<file path="src/rtl/register_file_pkg.sv">
`default_nettype none
// ============================================================================
//  Module  : register_file_pkg
//  Brief   : Default parameter constants and clog2 helper for register_file_mp.
//  Rev     : 1.0  initial release
// ============================================================================
package register_file_pkg;

    localparam int DEF_DATA_W   = 8;
    localparam int DEF_DEPTH    = 16;
    localparam int DEF_NUM_RD   = 2;
    localparam int DEF_REG_READ = 0;
    localparam int DEF_BYPASS   = 1;
    localparam int DEF_ZERO_REG = 0;

    function automatic int clog2(input int value);
        int result;
        result = 0;
        for (int v = value - 1; v > 0; v = v >> 1) begin
            result = result + 1;
        end
        return result;
    endfunction

endpackage
`default_nettype wire

</file>
<file path="src/rtl/register_file_scoreboard.sv">
`default_nettype none
// ============================================================================
//  Module  : rf_scoreboard
//  Brief   : Busy-bit scoreboard: reserve/clear arbitration, busy_vec and
//            per-read-port busy lookup.
//  Rev     : 1.0  initial release
// ============================================================================
module rf_scoreboard
    import register_file_pkg::*;
#(
    parameter int DEPTH    = DEF_DEPTH,
    parameter int ADDR_W   = clog2(DEF_DEPTH),
    parameter int NUM_RD   = DEF_NUM_RD,
    parameter int REG_READ = DEF_REG_READ,
    parameter int BYPASS   = DEF_BYPASS,
    parameter int ZERO_REG = DEF_ZERO_REG
) (
    input  logic                     clk,
    input  logic                     reset,
    input  logic                     wr0_en,
    input  logic [ADDR_W-1:0]        wr0_addr,
    input  logic                     wr1_en,
    input  logic [ADDR_W-1:0]        wr1_addr,
    input  logic                     rsv_en,
    input  logic [ADDR_W-1:0]        rsv_addr,
    input  logic [NUM_RD*ADDR_W-1:0] rd_addr,
    output logic [NUM_RD-1:0]        rd_busy,
    output logic [DEPTH-1:0]         busy_vec
);

    logic [DEPTH-1:0] busy_q;
    logic [DEPTH-1:0] busy_d;

    // Writes clear first, then a reservation sets, so a reserve wins a tie.
    always_comb begin
        busy_d = busy_q;
        if (wr0_en) busy_d[wr0_addr] = 1'b0;
        if (wr1_en) busy_d[wr1_addr] = 1'b0;
        if (rsv_en) busy_d[rsv_addr] = 1'b1;
        if (ZERO_REG != 0) busy_d[0] = 1'b0;
    end

    always_ff @(posedge clk) begin
        if (reset) busy_q <= '0;
        else       busy_q <= busy_d;
    end

    assign busy_vec = busy_q;

    if (REG_READ != 0) begin : g_reg_read
        logic [NUM_RD-1:0] rd_busy_q;
        logic [NUM_RD-1:0] rd_busy_d;

        always_comb begin
            rd_busy_d = '0;
            for (int i = 0; i < NUM_RD; i++) begin
                rd_busy_d[i] = busy_d[rd_addr[i*ADDR_W +: ADDR_W]];
            end
        end

        always_ff @(posedge clk) begin
            if (reset) rd_busy_q <= '0;
            else       rd_busy_q <= rd_busy_d;
        end

        assign rd_busy = rd_busy_q;
    end else begin : g_comb_read
        logic [DEPTH-1:0]  w_busy_src;
        logic [NUM_RD-1:0] w_rd_busy;

        // Forward the post-edge view only outside reset.
        assign w_busy_src = ((BYPASS != 0) && !reset) ? busy_d : busy_q;

        always_comb begin
            w_rd_busy = '0;
            for (int i = 0; i < NUM_RD; i++) begin
                w_rd_busy[i] = w_busy_src[rd_addr[i*ADDR_W +: ADDR_W]];
            end
        end

        assign rd_busy = w_rd_busy;
    end

endmodule
`default_nettype wire

</file>
<file path="src/rtl/register_file_mp.sv">
`default_nettype none
// ============================================================================
//  Module  : register_file_mp
//  Brief   : Multi-port register file, two prioritised write ports, optional
//            registered read, write-to-read bypass and hardwired zero register.
//  Rev     : 1.0  initial release
// ============================================================================
module register_file_mp
    import register_file_pkg::*;
#(
    parameter  int DATA_W   = DEF_DATA_W,
    parameter  int DEPTH    = DEF_DEPTH,
    parameter  int NUM_RD   = DEF_NUM_RD,
    parameter  int REG_READ = DEF_REG_READ,
    parameter  int BYPASS   = DEF_BYPASS,
    parameter  int ZERO_REG = DEF_ZERO_REG,
    localparam int ADDR_W   = clog2(DEPTH)
) (
    input  logic                     clk,
    input  logic                     reset,
    input  logic [NUM_RD*ADDR_W-1:0] rd_addr,
    output logic [NUM_RD*DATA_W-1:0] rd_data,
    output logic [NUM_RD-1:0]        rd_busy,
    input  logic                     wr0_en,
    input  logic [ADDR_W-1:0]        wr0_addr,
    input  logic [DATA_W-1:0]        wr0_data,
    input  logic                     wr1_en,
    input  logic [ADDR_W-1:0]        wr1_addr,
    input  logic [DATA_W-1:0]        wr1_data,
    input  logic                     rsv_en,
    input  logic [ADDR_W-1:0]        rsv_addr,
    output logic [DEPTH-1:0]         busy_vec
);

    logic [DATA_W-1:0] mem_q [DEPTH];
    logic [DATA_W-1:0] mem_d [DEPTH];

    // wr1 is applied last so it overrides wr0 on an address collision.
    always_comb begin
        for (int k = 0; k < DEPTH; k++) begin
            mem_d[k] = mem_q[k];
        end
        if (wr0_en) mem_d[wr0_addr] = wr0_data;
        if (wr1_en) mem_d[wr1_addr] = wr1_data;
        if (ZERO_REG != 0) mem_d[0] = '0;
    end

    always_ff @(posedge clk) begin
        if (reset) begin
            for (int k = 0; k < DEPTH; k++) begin
                mem_q[k] <= '0;
            end
        end else begin
            for (int k = 0; k < DEPTH; k++) begin
                mem_q[k] <= mem_d[k];
            end
        end
    end

    if (REG_READ != 0) begin : g_reg_read
        logic [NUM_RD*DATA_W-1:0] rd_data_q;
        logic [NUM_RD*DATA_W-1:0] rd_data_d;

        always_comb begin
            rd_data_d = '0;
            for (int i = 0; i < NUM_RD; i++) begin
                rd_data_d[i*DATA_W +: DATA_W] = mem_d[rd_addr[i*ADDR_W +: ADDR_W]];
            end
        end

        always_ff @(posedge clk) begin
            if (reset) rd_data_q <= '0;
            else       rd_data_q <= rd_data_d;
        end

        assign rd_data = rd_data_q;
    end else begin : g_comb_read
        logic [NUM_RD*DATA_W-1:0] w_rd_data;
        logic                     w_fwd;

        assign w_fwd = (BYPASS != 0) && !reset;

        always_comb begin
            w_rd_data = '0;
            for (int i = 0; i < NUM_RD; i++) begin
                if (w_fwd) w_rd_data[i*DATA_W +: DATA_W] = mem_d[rd_addr[i*ADDR_W +: ADDR_W]];
                else       w_rd_data[i*DATA_W +: DATA_W] = mem_q[rd_addr[i*ADDR_W +: ADDR_W]];
            end
        end

        assign rd_data = w_rd_data;
    end

    rf_scoreboard #(
        .DEPTH    (DEPTH),
        .ADDR_W   (ADDR_W),
        .NUM_RD   (NUM_RD),
        .REG_READ (REG_READ),
        .BYPASS   (BYPASS),
        .ZERO_REG (ZERO_REG)
    ) u_scoreboard (
        .clk      (clk),
        .reset    (reset),
        .wr0_en   (wr0_en),
        .wr0_addr (wr0_addr),
        .wr1_en   (wr1_en),
        .wr1_addr (wr1_addr),
        .rsv_en   (rsv_en),
        .rsv_addr (rsv_addr),
        .rd_addr  (rd_addr),
        .rd_busy  (rd_busy),
        .busy_vec (busy_vec)
    );

endmodule
`default_nettype wire

</file>
<file path="config.mk">
export PLATFORM = sky130hd
export DESIGN_NAME = register_file_mp
export DESIGN_NICKNAME = d
export VERILOG_FILES = /design/src/rtl/register_file_pkg.sv /design/src/rtl/register_file_scoreboard.sv /design/src/rtl/register_file_mp.sv
export SDC_FILE = /design/constraint.sdc
export NUM_CORES = 1
export LEC_CHECK = 0
export ABC_AREA = 1
export BUFFER_PORTS_ARGS = -buffer_cell sky130_fd_sc_hd__buf_2
export CAP_MARGIN = 0
export CORE_ASPECT_RATIO = 1.5
export CORE_UTILIZATION = 57
export CTS_CLUSTER_SIZE = 16
export DETAILED_ROUTE_END_ITERATION = 12
export PLACE_DENSITY_LB_ADDON = 0.25
export SETUP_SLACK_MARGIN = 0.15
export SLEW_MARGIN = 20
export SYNTH_ARGS = -nofsm -noshare
export SYNTH_HDL_FRONTEND = slang
export SYNTH_HIERARCHICAL = 1
export SYNTH_SLANG_ARGS = --single-unit
</file>
<file path="constraint.sdc">
create_clock -name clk -period 2 [get_ports clk]
set_clock_uncertainty 0.05 [all_clocks]
set_input_delay 0.4 -clock clk [delete_from_list [all_inputs] [get_ports clk]]
set_output_delay 0.4 -clock clk [all_outputs]
set_load 0.05 [all_outputs]
</file>
==> metrics.txt, run 1 <==
# TYPE chip_impl_metric gauge
chip_impl_info{name="result_of_the_run",value="stopped before the end"} 1
chip_impl_info{name="stop_stage",value="global routing"} 1
chip_impl_info{name="first_error",value="[ERROR GRT-0116] Global routing finished with congestion. Check the congestion regions in the DRC Viewer."} 1
chip_impl_metric{name="fraction_of_post_synthesis_cell_area_in_the_top_cell_type_by_area",unit=""} 0.267
chip_impl_metric{name="ys.warnings.count",unit=""} 6
chip_impl_info{name="synth_top_family_by_area",value="simple AND/OR/NAND/NOR gates"} 1
chip_impl_metric{name="start_util",unit=""} 0.581
chip_impl_metric{name="placed_cells_incl_taps",unit=""} 3058
chip_impl_metric{name="cts_htree_levels",unit=""} 4
chip_impl_info{name="clock-root-buffer",value="clkbuf_16"} 1
chip_impl_metric{name="chipHeight",unit="um"} 187
chip_impl_metric{name="netlist_instances",unit=""} 2410
chip_impl_metric{name="grt_pass1_wl",unit="um"} 162000
chip_impl_metric{name="floorplan.io_pins",unit=""} 75
chip_impl_metric{name="synth_cell_type_count",unit=""} 29
chip_impl_metric{name="sum_of_overflow_across_all_layers_after_global_routing",unit=""} 544
chip_impl_metric{name="cts_buffer_depth",unit=""} 2
chip_impl_metric{name="postPlaceCellArea",unit="um^2"} 18100
chip_impl_metric{name="cts_hold_buf",unit=""} 0
chip_impl_metric{name="gp_congestion",unit=""} 1.14
chip_impl_metric{name="clock_sinks",unit=""} 144
chip_impl_metric{name="die_w",unit="um"} 125
chip_impl_metric{name="synth.net_count",unit=""} 2451
chip_impl_metric{name="grt_start_max_net_pins",unit=""} 50
chip_impl_metric{name="synth_simple_gate_area_frac",unit=""} 0.549
chip_impl_metric{name="detailed_place_hpwl",unit="um"} 49700
chip_impl_metric{name="rows",unit=""} 67
chip_impl_metric{name="compound_cell_area_share_of_the_yosys_netlist",unit=""} 0.134
chip_impl_metric{name="track_usage",unit=""} 0.875
chip_impl_metric{name="muxShareOfSynthArea",unit=""} 0
chip_impl_metric{name="vias_in_the_first_global_route",unit=""} 26600
chip_impl_info{name="top_post_synthesis_cells_by_area",value="nand3_1 (27%), dfxtp_1 (22%), nand2_1 (20%), o21ai_0 (6.7%), a21oi_1 (5.5%)"} 1
chip_impl_metric{name="synthesis.area",unit="um^2"} 13000
chip_impl_metric{name="port_buffers",unit=""} 74
chip_impl_metric{name="cts_buffers",unit=""} 17
chip_impl_metric{name="synth.ff_latch_count",unit=""} 144
chip_impl_metric{name="synth.avg_cell_area",unit="um^2"} 5.40
chip_impl_metric{name="xor_xnor_fraction_of_synth_area",unit=""} 0
chip_impl_metric{name="yosys.area_share.adder",unit=""} 0
chip_impl_info{name="synth_top_area_cell",value="nand3_1"} 1
chip_impl_metric{name="ys_seq_area_frac",unit=""} 0.222
[per-layer routing]
| layer | global-route usage | GRT overflow |
|---|---|---|
| met1 | 0.857 | 13 |
| met2 | 1.04 | 340 |
| met3 | 0.714 | 9 |
| met4 | 0.930 | 181 |
| met5 | 0.405 | 1 |
[repair_timing]
item                       CTS
hold endpoints to repair     0
pin swaps                  131
gates resized for setup    403
gates cloned                 2
setup endpoints to repair   18
buffers inserted            68
[cells in the mapped netlist, drive strengths merged]
master,number
nor3,3
nand3,702
o21bai,4
o211ai,1
clkinv,9
o22ai,12
a21oi,143
clkbuf,116
o311ai,4
nand4,28
dfxtp,144
buf,38
and3,1
o21ai,175
inv,149
nor2,161
nand2,720
[cells by family after synthesis]
group / count (synthesis)
compound gates: 339
buf+inv: 312
flops: 144
simple gates: 1615
[stage by stage]
stage	TNS [ns]	hold slack (ns)	setup slack, ns
after global placement	-12.77	0.539	-0.755
after floorplan	-1.46	0.503	-0.105
after detailed placement	-13.56	0.552	-0.811
after CTS	-9.03	0.365	-0.522
==> run 2, diff against run 1 <==
- CORE_ASPECT_RATIO: 1.5 -> unset
- CORE_UTILIZATION: 57 -> 40
- CTS_CLUSTER_SIZE: 16 -> unset
- PLACE_DENSITY_LB_ADDON: 0.25 -> 0.15
- SETUP_SLACK_MARGIN: 0.15 -> unset
- clock period: 2 -> 2.6 ns (I/O delays scaled with it)
==> metrics.txt, run 2 <==
# TYPE chip_impl_metric gauge
chip_impl_info{name="result_of_the_run",value="complete, but fails checks"} 1
chip_impl_info{name="violations",value="negative setup slack"} 1
chip_impl_info{name="timing.rr.start",value="mem_q[2][4]"} 1
chip_impl_metric{name="sum_of_overflow_across_all_layers_after_global_routing",unit=""} 0
chip_impl_metric{name="period_share",unit=""} 1.09
chip_impl_metric{name="cts_buffers",unit=""} 17
chip_impl_metric{name="path_depth_of_the_worst_reg2reg_path",unit=""} 18
chip_impl_metric{name="routed_wire_length_per_instance",unit="um"} 22.4
chip_impl_metric{name="core_area",unit="um^2"} 31800
chip_impl_info{name="synth_top_area_cell",value="nand3_1"} 1
chip_impl_metric{name="drtIter0Drc",unit=""} 3069
chip_impl_metric{name="seq_area",unit="um^2"} 2880
chip_impl_metric{name="timing.max_slew.rel_slack",unit=""} 0.615
chip_impl_info{name="worst_hold_start",value="rsv_addr[0]"} 1
chip_impl_metric{name="layout.nets",unit=""} 2960
chip_impl_metric{name="power_per_cell_area",unit="nW/um^2"} 370
chip_impl_metric{name="detailroute.via_count",unit=""} 20300
chip_impl_metric{name="worst_ir_drop_vdd",unit="V"} 0.000506
chip_impl_metric{name="finalHoldViolCount",unit=""} 0
chip_impl_metric{name="multi_input_area",unit="um^2"} 10400
chip_impl_metric{name="clock_sinks",unit=""} 144
chip_impl_metric{name="arrival_time_of_the_worst_setup_path",unit="ns"} 3.21
chip_impl_info{name="cts_tree",value="yes"} 1
chip_impl_metric{name="ys.warnings.count",unit=""} 6
chip_impl_metric{name="clk_pin_slew_worst_setup_hold_paths",unit="ns"} 0.08
chip_impl_metric{name="gp_congestion",unit=""} 1.02
chip_impl_metric{name="synthesis.area",unit="um^2"} 13000
chip_impl_metric{name="post-route-min-period",unit="ns"} 2.84
chip_impl_info{name="clock-root-buffer",value="clkbuf_16"} 1
chip_impl_metric{name="synth_enable_flop_cells",unit=""} 0
chip_impl_metric{name="die_w",unit="um"} 182
chip_impl_metric{name="die_footprint",unit="um^2"} 33300
chip_impl_metric{name="vias_in_the_first_global_route",unit=""} 19000
chip_impl_metric{name="synth.ff_latch_count",unit=""} 144
chip_impl_metric{name="cts_buffer_depth",unit=""} 2
chip_impl_metric{name="clock_insertion_delay_worst_skew",unit="ns"} 0.46
chip_impl_info{name="yosys.cell_count.top_type",value="nand2_1"} 1
chip_impl_metric{name="crit_required",unit="ns"} 2.96
chip_impl_metric{name="hold_depth",unit=""} 6
chip_impl_metric{name="area_growth",unit="%"} 61.6
chip_impl_metric{name="muxShareOfSynthArea",unit=""} 0
chip_impl_metric{name="setup_ws",unit="ns"} -0.243
chip_impl_info{name="top_register",value="mem_q"} 1
chip_impl_metric{name="drv.max_cap_violation_count",unit=""} 0
chip_impl_metric{name="floorplan.io_pins",unit=""} 75
chip_impl_metric{name="synth.net_count",unit=""} 2451
chip_impl_metric{name="placed_cells_incl_taps",unit=""} 3285
chip_impl_info{name="grt_setup_unrepaired",value="true"} 1
chip_impl_info{name="critical_path.reg2reg.endpoint",value="mem_q[2][4]"} 1
chip_impl_metric{name="start_util",unit=""} 0.409
chip_impl_metric{name="compound_cell_area_share_of_the_yosys_netlist",unit=""} 0.134
chip_impl_info{name="worst_setup_path_end_kind",value="register"} 1
chip_impl_metric{name="finalSetupViolCount",unit=""} 17
chip_impl_metric{name="port_buffers",unit=""} 74
chip_impl_metric{name="detailed_place_hpwl",unit="um"} 53800
chip_impl_metric{name="synth.avg_cell_area",unit="um^2"} 5.40
chip_impl_metric{name="total_leakage_power",unit="nW"} 9.89
chip_impl_metric{name="postRouteWirelength",unit="um"} 75400
chip_impl_metric{name="rows",unit=""} 65
chip_impl_info{name="hold_path_class",value="primary input to register"} 1
chip_impl_metric{name="final_cell_area",unit="um^2"} 21000
chip_impl_metric{name="ant_nets",unit=""} 0
chip_impl_info{name="hold_path_end",value="u_scoreboard/busy_vec[8]"} 1
chip_impl_info{name="dominantRegCellSynth",value="dfxtp_1"} 1
chip_impl_info{name="synth_commonest_cells",value="nand2_1 (709), nand3_1 (694), o21ai_0 (174)"} 1
chip_impl_metric{name="r2r_slack",unit="ns"} 0.07
chip_impl_metric{name="ys_async_sr_fraction",unit=""} 0
chip_impl_metric{name="grt_start_max_net_pins",unit=""} 40
chip_impl_metric{name="layoutNonFillerInstCount",unit=""} 3368
chip_impl_metric{name="track_usage",unit=""} 0.447
chip_impl_metric{name="synth_simple_gate_area_frac",unit=""} 0.549
chip_impl_info{name="startpoint",value="wr1_addr[2]"} 1
chip_impl_metric{name="finalCoreUtilization",unit=""} 0.661
chip_impl_info{name="layout.cells.most_common",value="nand2_1"} 1
chip_impl_info{name="critical_path_class",value="primary input to register"} 1
chip_impl_metric{name="cts_htree_levels",unit=""} 4
chip_impl_info{name="synth_top_family_by_area",value="simple AND/OR/NAND/NOR gates"} 1
chip_impl_metric{name="postPlaceCellArea",unit="um^2"} 18000
chip_impl_metric{name="vias_per_cell",unit=""} 6.03
chip_impl_metric{name="timing.final.max_slew_violations",unit=""} 0
chip_impl_info{name="top_post_synthesis_cells_by_area",value="nand3_1 (27%), dfxtp_1 (22%), nand2_1 (20%), o21ai_0 (6.7%), a21oi_1 (5.5%)"} 1
chip_impl_metric{name="yosys.area_share.adder",unit=""} 0
chip_impl_metric{name="ys_seq_area_frac",unit=""} 0.222
chip_impl_metric{name="drc",unit=""} 0
chip_impl_info{name="layout_common_cells",value="nand2_1 (609), nand3_1 (517), buf_4 (460)"} 1
chip_impl_metric{name="fraction_of_post_synthesis_cell_area_in_the_top_cell_type_by_area",unit=""} 0.267
chip_impl_metric{name="layout_fillers",unit=""} 2960
chip_impl_metric{name="critical_path_peak_fanout",unit=""} 7
chip_impl_metric{name="layout-drive-gt1-share",unit=""} 0.357
chip_impl_metric{name="synth_cell_type_count",unit=""} 29
chip_impl_metric{name="xor_xnor_fraction_of_synth_area",unit=""} 0
chip_impl_metric{name="f_max",unit="MHz"} 352
chip_impl_metric{name="max_slew.worst_pin.slew",unit="ns"} 0.576
chip_impl_metric{name="grt_pass1_wl",unit="um"} 113000
chip_impl_metric{name="netlist_instances",unit=""} 2410
chip_impl_metric{name="drt_pass1_iterations",unit=""} 8
chip_impl_info{name="setup.worst_path.start_class",value="primary input"} 1
chip_impl_metric{name="max_ffs_per_register",unit=""} 128
chip_impl_metric{name="chipHeight",unit="um"} 182
chip_impl_metric{name="grt_antenna_before_repair",unit=""} 1
-- run 2: cell counts after synthesis --
No cell type changed its count.
-- run 2: cells by family (layout without fill, tap and decap cells) --
family                 after synthesis  in the layout
AO/OA/AOI/OAI                      339            339
buffers and inverters              312            834
flip-flops                         144            144
other                                0              1
AND/OR/NAND/NOR                   1615           1615
-- run 2: worst max-delay path by stage --
stage	endpoint	slack (ns)	cells after the start
CTS	rd_data[0]	-0.22	17
floorplan	rd_data[15]	0.02	8
detailed placement	rd_data[4]	-0.63	15
finish	mem_q[2][4]	-0.24	22
global placement	rd_data[4]	-0.64	16
global route	rd_data[8]	-0.33	17
-- run 2: worst max-delay path: stages --
cell and delay, ns:
buf_4 0.13, buf_6 0.11, nor2_4 0.15, nand3_1 0.11
buf_6 0.17, nand3_2 0.09, nand2_2 0.07, buf_4 0.13
buf_4 0.12, buf_4 0.12, buf_4 0.13, buf_4 0.13
buf_4 0.12, buf_4 0.12, buf_4 0.12, buf_4 0.13
buf_4 0.12, buf_4 0.12, buf_4 0.12, buf_4 0.12
buf_4 0.12, nor2_1 0.09
-- run 2: report_power, final --
part           internal (mW)  leakage, nW  total, mW  switching, mW
Sequential              2.27         1.17       2.33         0.0521
Combinational           1.12         8.45       2.84           1.72
Clock                   1.43        0.278       2.61           1.17
Total                   4.82         9.89       7.77           2.95
-- run 2: layout make-up --
type	instances	area share
Timing Repair Buffer	644	0.283
Clock inverter	14	0.00673
Inverter	158	0.0312
Clock buffer	18	0.0209
Antenna cell	1	0.000119
Multi-Input combinational cell	1954	0.495
Tap cell	435	0.0259
Sequential cell	144	0.137
-- run 2: per-stage QoR --
| step | power [mW] | setup TNS (ns) | hold WS [ns] | worst slack, ns |
|---|---|---|---|---|
| 2_1_floorplan | 3.57 | 0 | 0.514 | 0.0182 |
| 3_3_place_gp | 4.72 | -9.52 | 0.544 | -0.638 |
| 3_5_place_dp | 4.73 | -9.51 | 0.554 | -0.629 |
| 4_1_cts | 7.55 | -3.14 | 0.450 | -0.218 |
| 5_1_grt | 8.02 | -5.11 | 0.501 | -0.328 |
| 6_report | 7.77 | -3.58 | 0.477 | -0.243 |
-- run 2: timing repair --
action | in CTS | in global routing
setup endpoints to repair | 18 | 19
hold buffers | 0 | 0
pin swaps | 72 | 71
cloned | 0 | 1
resized for setup | 297 | 208
setup buffers | 35 | 15
-- run 2: routing by layer --
metal	track usage	share of wire
met5	0	0
met3	0.110	0.13
met4	0.276	0.068
met1	0.573	0.38
met2	0.672	0.42
Power figures use the tool's default switching activity.
